[src/rtl/ps2_pkg.sv]
// ps2_pkg: shared constants, state encoding and helpers for the PS/2
// keyboard front end.
//   PS2_EXT / PS2_REL / PS2_PAUSE : prefix bytes handled by the decoder
//   PS2_PAUSE_SKIP                : bytes following E1 that are dropped
//   PS2_RSP_*                     : keyboard response codes never reported
//   ps2_state_t                   : frame FSM states
package ps2_pkg;

    localparam logic [7:0] PS2_EXT        = 8'hE0;
    localparam logic [7:0] PS2_REL        = 8'hF0;
    localparam logic [7:0] PS2_PAUSE      = 8'hE1;
    localparam logic [2:0] PS2_PAUSE_SKIP = 3'd7;

    // Response codes the keyboard sends to the host, not key events.
    localparam logic [7:0] PS2_RSP_BAT_OK = 8'hAA;
    localparam logic [7:0] PS2_RSP_ACK    = 8'hFA;
    localparam logic [7:0] PS2_RSP_RESEND = 8'hFE;
    localparam logic [7:0] PS2_RSP_ECHO   = 8'hEE;

    typedef enum logic [1:0] {
        IDLE,
        DATA,
        PARITY,
        STOP
    } ps2_state_t;

    function automatic logic is_response_code(input logic [7:0] b);
        return (b == PS2_RSP_BAT_OK) || (b == PS2_RSP_ACK) ||
               (b == PS2_RSP_RESEND) || (b == PS2_RSP_ECHO);
    endfunction

endpackage

[src/rtl/ps2_line_filter.sv]
// ps2_line_filter: brings one raw PS/2 line into the clock domain and
// rejects glitches.
//   i_clk    : system clock
//   i_reset  : synchronous, active-high reset
//   i_line   : raw asynchronous line
//   o_level  : filtered level, changes only after FILTER_LEN consecutive
//              synchronised samples at the new level; resets to 1 (idle)
module ps2_line_filter #(
    parameter int FILTER_LEN = 8
) (
    input  logic i_clk,
    input  logic i_reset,
    input  logic i_line,
    output logic o_level
);

    localparam int                CNT_W    = $clog2(FILTER_LEN + 1);
    localparam logic [CNT_W-1:0]  CNT_LAST = CNT_W'(FILTER_LEN - 1);

    logic             r_sync1;
    logic             r_sync2;
    logic             r_level;
    logic [CNT_W-1:0] r_cnt;

    // The lines idle high, so the synchroniser and filter reset to 1 to
    // avoid a spurious falling edge right after reset.
    // NOTE: all state is updated with non-blocking assignments so every
    // flop samples the pre-edge value of its neighbours.
    always_ff @(posedge i_clk) begin
        if (i_reset) begin
            r_sync1 <= 1'b1;
            r_sync2 <= 1'b1;
            r_level <= 1'b1;
            r_cnt   <= '0;
        end else begin
            r_sync1 <= i_line;
            r_sync2 <= r_sync1;
            // Any sample equal to the current level restarts the run, so
            // the count is the length of the current run at the other level.
            if (r_sync2 == r_level) begin
                r_cnt <= '0;
            end else if (r_cnt == CNT_LAST) begin
                r_level <= r_sync2;
                r_cnt   <= '0;
            end else begin
                r_cnt <= r_cnt + 1'b1;
            end
        end
    end

    assign o_level = r_level;

endmodule

[src/rtl/ps2_key_encoder.sv]
// ps2_key_encoder: PS/2 keyboard deserialiser and scan-code encoder.
//   clk_sys   : system clock
//   reset     : synchronous, active-high reset
//   ps2_clk   : raw PS/2 clock (asynchronous)
//   ps2_data  : raw PS/2 data (asynchronous)
//   ps2_key   : {toggle, pressed, extended, scan[7:0]}; toggle flips per event
//   frame_err : one-cycle pulse on start/parity/stop error or frame timeout
module ps2_key_encoder
    import ps2_pkg::*;
#(
    parameter int FILTER_LEN = 8,
    parameter int TIMEOUT    = 24000
) (
    input  logic        clk_sys,
    input  logic        reset,
    input  logic        ps2_clk,
    input  logic        ps2_data,
    output logic [10:0] ps2_key,
    output logic        frame_err
);

    localparam int               TMO_W    = $clog2(TIMEOUT + 1);
    localparam logic [TMO_W-1:0] TMO_MAX  = TMO_W'(TIMEOUT);
    localparam logic [TMO_W-1:0] TMO_LAST = TMO_W'(TIMEOUT - 1);

    logic w_clk_f;
    logic w_data_f;
    logic w_fall;

    ps2_state_t       r_state;
    ps2_state_t       w_state_next;
    logic             r_clk_prev;
    logic [2:0]       r_bit_cnt;
    logic [7:0]       r_sh;
    logic             r_par_ok;
    logic [TMO_W-1:0] r_tmo_cnt;

    logic w_start;
    logic w_shift;
    logic w_par_latch;
    logic w_byte_valid;
    logic w_frame_err;

    logic       r_ext;
    logic       r_rel;
    logic [2:0] r_skip;

    ps2_line_filter #(.FILTER_LEN(FILTER_LEN)) u_clk_filter (
        .i_clk   (clk_sys),
        .i_reset (reset),
        .i_line  (ps2_clk),
        .o_level (w_clk_f)
    );

    ps2_line_filter #(.FILTER_LEN(FILTER_LEN)) u_data_filter (
        .i_clk   (clk_sys),
        .i_reset (reset),
        .i_line  (ps2_data),
        .o_level (w_data_f)
    );

    assign w_fall = r_clk_prev & ~w_clk_f;

    always_ff @(posedge clk_sys) begin
        if (reset) begin
            r_state <= IDLE;
        end else begin
            r_state <= w_state_next;
        end
    end

    // NOTE: every output of this block gets a default first, so no path
    // leaves a signal unassigned and no latch is inferred.
    always_comb begin
        w_state_next = r_state;
        w_start      = 1'b0;
        w_shift      = 1'b0;
        w_par_latch  = 1'b0;
        w_byte_valid = 1'b0;
        w_frame_err  = 1'b0;
        if (w_fall) begin
            unique case (r_state)
                IDLE: begin
                    if (w_data_f) begin
                        w_frame_err = 1'b1;
                    end else begin
                        w_start      = 1'b1;
                        w_state_next = DATA;
                    end
                end
                DATA: begin
                    w_shift = 1'b1;
                    if (r_bit_cnt == 3'd7) begin
                        w_state_next = PARITY;
                    end
                end
                PARITY: begin
                    w_par_latch  = 1'b1;
                    w_state_next = STOP;
                end
                STOP: begin
                    if (w_data_f && r_par_ok) begin
                        w_byte_valid = 1'b1;
                    end else begin
                        w_frame_err = 1'b1;
                    end
                    w_state_next = IDLE;
                end
                default: w_state_next = IDLE;
            endcase
        end else if (r_state != IDLE && r_tmo_cnt == TMO_LAST) begin
            // A falling edge in the same cycle takes the branch above, so
            // the frame survives a coincident timeout.
            w_frame_err  = 1'b1;
            w_state_next = IDLE;
        end
    end

    always_ff @(posedge clk_sys) begin
        if (reset) begin
            r_clk_prev <= 1'b1;
            r_bit_cnt  <= '0;
            r_sh       <= '0;
            r_par_ok   <= 1'b0;
            r_tmo_cnt  <= '0;
        end else begin
            r_clk_prev <= w_clk_f;
            if (w_start) begin
                r_bit_cnt <= '0;
            end else if (w_shift) begin
                r_bit_cnt <= r_bit_cnt + 1'b1;
            end
            // LSB arrives first, so shifting right leaves bit 0 in r_sh[0].
            if (w_shift) begin
                r_sh <= {w_data_f, r_sh[7:1]};
            end
            if (w_par_latch) begin
                r_par_ok <= ^{r_sh, w_data_f};
            end
            if (r_state == IDLE || w_fall) begin
                r_tmo_cnt <= '0;
            end else if (r_tmo_cnt != TMO_MAX) begin
                r_tmo_cnt <= r_tmo_cnt + 1'b1;
            end
        end
    end

    // Byte decoder: the completed byte is still held in r_sh while in STOP,
    // so the event word is written on the same edge that ends the frame.
    always_ff @(posedge clk_sys) begin
        if (reset) begin
            ps2_key   <= '0;
            frame_err <= 1'b0;
            r_ext     <= 1'b0;
            r_rel     <= 1'b0;
            r_skip    <= '0;
        end else begin
            frame_err <= w_frame_err;
            if (w_frame_err) begin
                r_ext  <= 1'b0;
                r_rel  <= 1'b0;
                r_skip <= '0;
            end else if (w_byte_valid) begin
                if (r_skip != 3'd0) begin
                    r_skip <= r_skip - 1'b1;
                end else if (r_sh == PS2_PAUSE) begin
                    r_skip <= PS2_PAUSE_SKIP;
                end else if (r_sh == PS2_EXT) begin
                    r_ext <= 1'b1;
                end else if (r_sh == PS2_REL) begin
                    r_rel <= 1'b1;
                end else if (is_response_code(r_sh) && !r_ext && !r_rel) begin
                    // Keyboard housekeeping reply; not a key event.
                end else begin
                    ps2_key <= {~ps2_key[10], ~r_rel, r_ext, r_sh};
                    r_ext   <= 1'b0;
                    r_rel   <= 1'b0;
                end
            end
        end
    end

endmodule

[config.mk]
export PLATFORM = sky130hd
export DESIGN_NAME = ps2_key_encoder
export DESIGN_NICKNAME = d
export VERILOG_FILES = /design/src/rtl/ps2_pkg.sv /design/src/rtl/ps2_line_filter.sv /design/src/rtl/ps2_key_encoder.sv
export SDC_FILE = /design/constraint.sdc
export NUM_CORES = 1
export LEC_CHECK = 0
export CAP_MARGIN = 20
export CELL_PAD_IN_SITES_DETAIL_PLACEMENT = 1
export CELL_PAD_IN_SITES_GLOBAL_PLACEMENT = 2
export CORE_ASPECT_RATIO = 1.1
export CORE_MARGIN = 2
export CORE_UTILIZATION = 33
export DETAILED_ROUTE_END_ITERATION = 16
export GPL_TIMING_DRIVEN = 0
export PLACE_DENSITY_LB_ADDON = 0.25
export SLEW_MARGIN = 30
export SYNTH_ARGS = -nofsm -noshare
export SYNTH_HDL_FRONTEND = slang
export SYNTH_HIERARCHICAL = 1
export SYNTH_SLANG_ARGS = --single-unit
[constraint.sdc]
create_clock -name clk_sys -period 2.03 [get_ports clk_sys]
set_input_delay 0.203 -clock clk_sys [delete_from_list [all_inputs] [get_ports clk_sys]]
set_output_delay 0.203 -clock clk_sys [all_outputs]
set_load 0.03 [all_outputs]
After elaboration in Yosys (flattened, before gate mapping)
Index checks and enable logic that the tools add are counted.

Mux-type cells: 26. Bitwise logic cells: 12. Equality and inequality tests: 22. Add/sub/neg operators: 5. Reduce and logical (&&, ||, !) cells: 28.

Operator list (count): $eq 8x8->1 const B (7); $mux 1 (18); $add 15x1->15 const B (1); $eq 15x15->1 const B (1); $ne 15x15->1 const B (1); $not 1->1 (11); $reduce_and 5->1 (2); $reduce_xor 9->1 (1); $add 4x1->4 const B (2); $eq 4x3->1 const B (2); $mux 2 (4); $pmux 2 s4 (1); $reduce_and 7->1 (1); $mux 3 (2); $ne 2x2->1 const B (3); $ne 3x3->1 const B (2); $reduce_and 2->1 (3); $reduce_bool 2->1 (3); $reduce_or 2->1 (3); $reduce_or 3->1 (2); $eq 2x2->1 const B (2); $logic_and 1x1->1 (4); $logic_or 1x1->1 (4); $add 3x1->3 const B (1); other kinds (10) (12).

Word-level logic and storage cells: 112. Output and inout port bits: 12. Register bits after elaboration: 61.

Longest topological paths before layout
Depth after elaboration: 9. Gate-level depth with buffers: 9. Mapped depth without buffers: 8.

By module
Netlist, hierarchy kept.

By module, submodules not included: ps2_key_encoder (cells each 272, instances 1, area an instance 2347.3 sq um, seq. area each 940.9 sq um); ps2_line_filter (cells each 24, instances 2, area an instance 249.0 sq um, seq. area each 140.1 sq um).

Worst setup path after synthesis
No wires, ideal clock.

Path kind: register to register. From: reg r_skip[0]. To: reg ps2_key[9]. Arrival time: 1.812 ns. Setup slack: 0.097 ns. Path buffers: 1. Clock period less this slack: 1.933 ns. Cell stages (with the launch flop): 10. Setup time: 0.121 ns. Cell sequence: dfxtp_1 inv_1 ha_1 ha_1 nand2_1 nor2_1 o21ai_2 nor4_2 buf_6 mux2_4.

Cells in the longest elaborated chain, start to end: 3.

Ends and longest elaborated chain: start, declared (RTL line ps2_key_encoder.sv:46) `logic [2:0] r_skip;`; start signal, assigned (RTL line ps2_key_encoder.sv:165) `r_skip <= r_skip - 1'b1;`; $reduce_bool 3->1 (RTL line ps2_key_encoder.sv:164) `if (r_skip != 3'd0) begin`; $not 1->1 (no source line); $reduce_and 7->1 (no source line); end signal, assigned (RTL line ps2_key_encoder.sv:175) `ps2_key <= {~ps2_key[10], ~r_rel, r_ext, r_sh};`; end, declared (RTL line ps2_key_encoder.sv:18) `output logic [10:0] ps2_key,`.

Every way passes these cells. A chain may end at the register's enable or synchronous reset.

Worst setup path after layout
From: reg r_sh[2]. To: reg ps2_key[10].

Cells in the longest elaborated chain, start to end: 8. Elaborated cells between the ends (all ways): 17. Those cells by class: 7 x eq/ne; 4 x bitwise; 6 x reduce/logical.

Ends and longest elaborated chain: start, declared (RTL line ps2_key_encoder.sv:34) `logic [7:0] r_sh;`; start signal, assigned (RTL line ps2_key_encoder.sv:135) `r_sh <= {w_data_f, r_sh[7:1]};`; $eq 8x8->1 (RTL line ps2_pkg.sv:28) `return (b == PS2_RSP_BAT_OK) || (b == PS2_RSP_ACK) ||`; $logic_or 1x1->1 (2 in series) (RTL line ps2_pkg.sv:28); $logic_or 1x1->1 (RTL line ps2_pkg.sv:29) `(b == PS2_RSP_RESEND) || (b == PS2_RSP_ECHO);`; $logic_and 1x1->1 (2 in series) (RTL line ps2_key_encoder.sv:172) `end else if (is_response_code(r_sh) && !r_ext && !r_rel) begin`; $not 1->1 (no source line); $reduce_and 7->1 (no source line) (*).

Mark *: on every way between the ends. The rest lies on a longest branch, timed or not.

==> key figures <==
Worst setup path
  – Largest stage delay on the critical path: 0.42 ns
  – CP required: 2.26 ns
  – Critical R2R Launch: r_sh[2]
  – Crit. End Element: register
  – WS Path Type: reg -> reg
  – Reg-to-reg endpoint: ps2_key[10]
  – Timing endpoint of the critical path: ps2_key[10]
  – Setup slack, reg-to-reg: 0.10 ns
  – Crit path max-delay cell type: or3_4
  – WP data arrival: 2.16 ns
  – CP startpoint: r_sh[2]
  – Critical-path cell list: or3_4, or2_4, o21ai_2, nor4_4, buf_4, mux2_1
  – Reg2reg path depth: 6
  – CP Launch Type: register
  – CP max FO: 7

Placed design
  – Port Buf Inserts: 15
  – Dpl cells: 446
  – Area after DPL: 3130 um^2
  – GP Congestion: 0.696
  – DP HPWL: 4380 um
  – Worst slack at placement: -0.406 ns

Die
  – Die area: 9380 um^2
  – Row cnt: 35
  – Die Ht: 101 um
  – Core Area: 8360 um^2
  – Initial core utilization: 0.340
  – Die width: 92.5 um
  – IO Pins: 16

Power and ir drop
  – Switching Power: 506 uW
  – Logic pwr share: 0.018
  – Lkg Pwr: 0.00118 uW
  – PwrDens: 659 nW/um^2
  – Max VDD drop: 0.263 mV
  – Clock Power Share: 0.442
  – Tot Pwr: 2230 uW
  – Flop pwr share: 0.540
  – Sw frac: 0.227
  – P_int: 1720 uW

Finish
  – Most common cell after layout, fill and taps aside: dfxtp_1
  – Fraction of layout cells with a size suffix above 1: 0.118
  – Nets@finish: 368
  – Finished Layout Cells: 467
  – Final instance area: 3380 um^2
  – Ant. Diodes: 0
  – Synthesis-to-finish area growth: 18.9%
  – Commonest non-fill, non-tap cells in the layout: dfxtp_1, nor2_1, nand2_1

Global routing
  – Vias in the first global route: 2267
  – GR Overflow Total: 0
  – GRT Total Usage: 0.145
  – First-pass GRT wire length: 10600 um
  – Initial antenna violation count: 0
  – Largest net degree at the start of global routing: 11

Route
  – Pre-antenna DRT Iters: 4
  – Drt total wl: 6220 um
  – First DRT Iteration DRCs: 43
  – Routed len/inst: 13.3 um
  – Antenna viol nets, final: 0
  – DRC viols: 0
  – Via-per-instance ratio: 4.81
  – Vias: 2248

Synthesis
  – Largest family of logic cells by synthesized area: simple AND/OR/NAND/NOR gates
  – Post-Synth Simple-Gate Area: 0.271
  – Syn. warnings: 6
  – Yosys reg bits: 61
  – Complex-gate fraction of the synthesized area: 0.0677
  – Synth Flop Type: dfxtp_1
  – Mapped Cells: 320
  – EDFF count, synth: 0
  – Sequential-to-total area share from yosys stat: 0.429
  – Yosys cell types: 46
  – Post-Synth Adder-Cell Area: 0.0572
  – FFs w/ async S/R, synth: 0
  – XOR/XNOR Fraction of Synth Area: 0.0880
  – Synthesized cell area: 2850 um^2
  – Mux cell area share after synthesis: 0.0444
  – Mapped Nets: 337
  – Syn_area_per_cell: 8.89 um^2

Job
  – Max-cap violations: 0

Timing
  – Max-slew headroom: 0.584
  – Fmax: 519 MHz
  – RSZ-0062 raised after global routing: yes
  – Hold_ws: 0.417 ns
  – Fin. max-slew vios: 0
  – Layout Skew: 0.00832 ns
  – Final hold vios: 0
  – Least-Margin Pin Slew: 0.615 ns
  – Tmin final: 1.93 ns
  – Final worst setup slack: 0.103 ns
  – # setup viols final: 0
  – Final Cycle Share: 0.949

Clocking
  – Clk slew on worst S/H paths: 0.07 ns
  – Clock root cell: clkbuf_8
  – TritonCTS Buffers: 9
  – # clock sinks: 61
  – Max clock buf depth: 2
  – Clk_lat worst skew: 0.34 ns
  – # hold bufs at CTS: 0
  – CTS tree: built
  – H-tree levels: 3

Min path
  – Tightest Hold Check Type: reg -> reg

Run status
  – Outcome: completed
per-layer routing:
metal | vias up | global-route usage | share of wire
met3 | 11 | 0.0313 | 0.021
met4 | 0 | 0.0827 | 0.024
met2 | 21 | 0.249 | 0.50
met5 | - | 0 | 0
li1 | 1130 | - | -
met1 | 1086 | 0.168 | 0.46
area by class of cell:
class                           count  area, um^2
Sequential cell                    61        1220
Timing Repair Buffer               20         200
Inverter                           15        56.3
Buffer                             14        66.3
Multi-Input combinational cell    230        1520
Fill cell                         985        4980
Clock inverter                      4        22.5
Tap cell                          111         139
Clock buffer                       12         155
state kept, by name (all words and copies together) (netlist names):
| name | count |
|---|---|
| r_par_ok | 1 |
| r_clk_prev | 1 |
| u_data_filter/r_sync2 | 1 |
| r_ext | 1 |
| r_skip | 3 |
| r_sh | 8 |
| r_rel | 1 |
| u_clk_filter/r_sync2 | 1 |
| u_data_filter/o_level | 1 |
| u_clk_filter/o_level | 1 |
| r_tmo_cnt | 15 |
| r_bit_cnt | 3 |
| frame_err | 1 |
| u_data_filter/r_cnt | 4 |
| u_data_filter/r_sync1 | 1 |
| u_clk_filter/r_sync1 | 1 |
| r_state | 2 |
| ps2_key | 11 |
| u_clk_filter/r_cnt | 4 |
stage by stage:
step | setup TNS [ns] | util
global route | -0.0111 | 0.404
global placement | -6.10 | 0.375
detailed placement | -4.95 | 0.375
finish | 0 | 0.404
floorplan | 0 | -
CTS | 0 | 0.403
kinds of logic (layout without fill, tap and decap cells):
| family | after synthesis | count (layout) |
|---|---|---|
| buffers and inverters | 29 | 65 |
| and+or+nand+nor | 147 | 147 |
| muxes | 12 | 12 |
| xor gates and xnor gates | 27 | 27 |
| DFF | 61 | 61 |
| AOI/OAI and AO/OA | 31 | 31 |
| adders and majority gates | 13 | 13 |
what timing repair did:
| item | 4_1_cts | 5_1_grt |
|---|---|---|
| endpoints found under the setup margin | 16 | 15 |
| pin swaps | 1 | 1 |
| setup buffers | 4 | 1 |
| resized for setup | 3 | 4 |
critical path: cells and delay by family (launching register included):
| kind | cells | cell delay, ns |
|---|---|---|
| simple gates | 3 | 0.77 |
| compound gates | 1 | 0.19 |
| mux | 1 | 0.29 |
| flops | 1 | 0.39 |
| buf+inv | 1 | 0.16 |
power groups by stage:
stage | Combinational [uW] | Sequential [uW] | Clock, uW
global route | 44.8 | 1200 | 1080
global placement | 40.5 | 1230 | 0
floorplan | 24.1 | 1230 | 0
finish | 40.4 | 1200 | 985
detailed placement | 40.4 | 1230 | 0
CTS | 40.9 | 1200 | 1040
Yosys cell counts, types with 2 or more instances:
library cell	count	area, um^2
nand3_1	22	110
nor2_1	36	135
buf_2	3	15.0
mux2i_1	10	100
or2b_1	2	15.0
inv_1	15	56.3
clkbuf_1	9	33.8
and3_1	7	43.8
nand4_1	3	18.8
o21ai_0	3	15.0
ha_1	13	163
nand2b_1	18	113
and3b_1	2	17.5
nor4_1	2	12.5
a211oi_1	2	15.0
nor4b_1	2	17.5
dfxtp_1	61	1220
a21oi_1	18	90.1
nand2_1	25	93.8
xor2_1	10	87.6
or3_4	3	33.8
or3_1	2	12.5
or2_2	5	31.3
nor2b_1	3	18.8
nor3_1	8	40.0
xnor2_1	16	140
worst min-delay path by stage:
stage | endpoint | slack, ns | start | depth (start not counted)
floorplan | u_clk_filter/o_level | 0.30 | reset | 2
global placement | u_data_filter/r_sync2 | 0.39 | u_data_filter/r_sync1 | 1
detailed placement | u_data_filter/r_sync2 | 0.40 | u_data_filter/r_sync1 | 1
CTS | u_clk_filter/r_sync1 | 0.39 | ps2_clk | 2
global route | u_data_filter/r_sync1 | 0.41 | ps2_data | 2
finish | u_data_filter/r_sync2 | 0.42 | u_data_filter/r_sync1 | 1
Power figures use the tool's default switching activity.
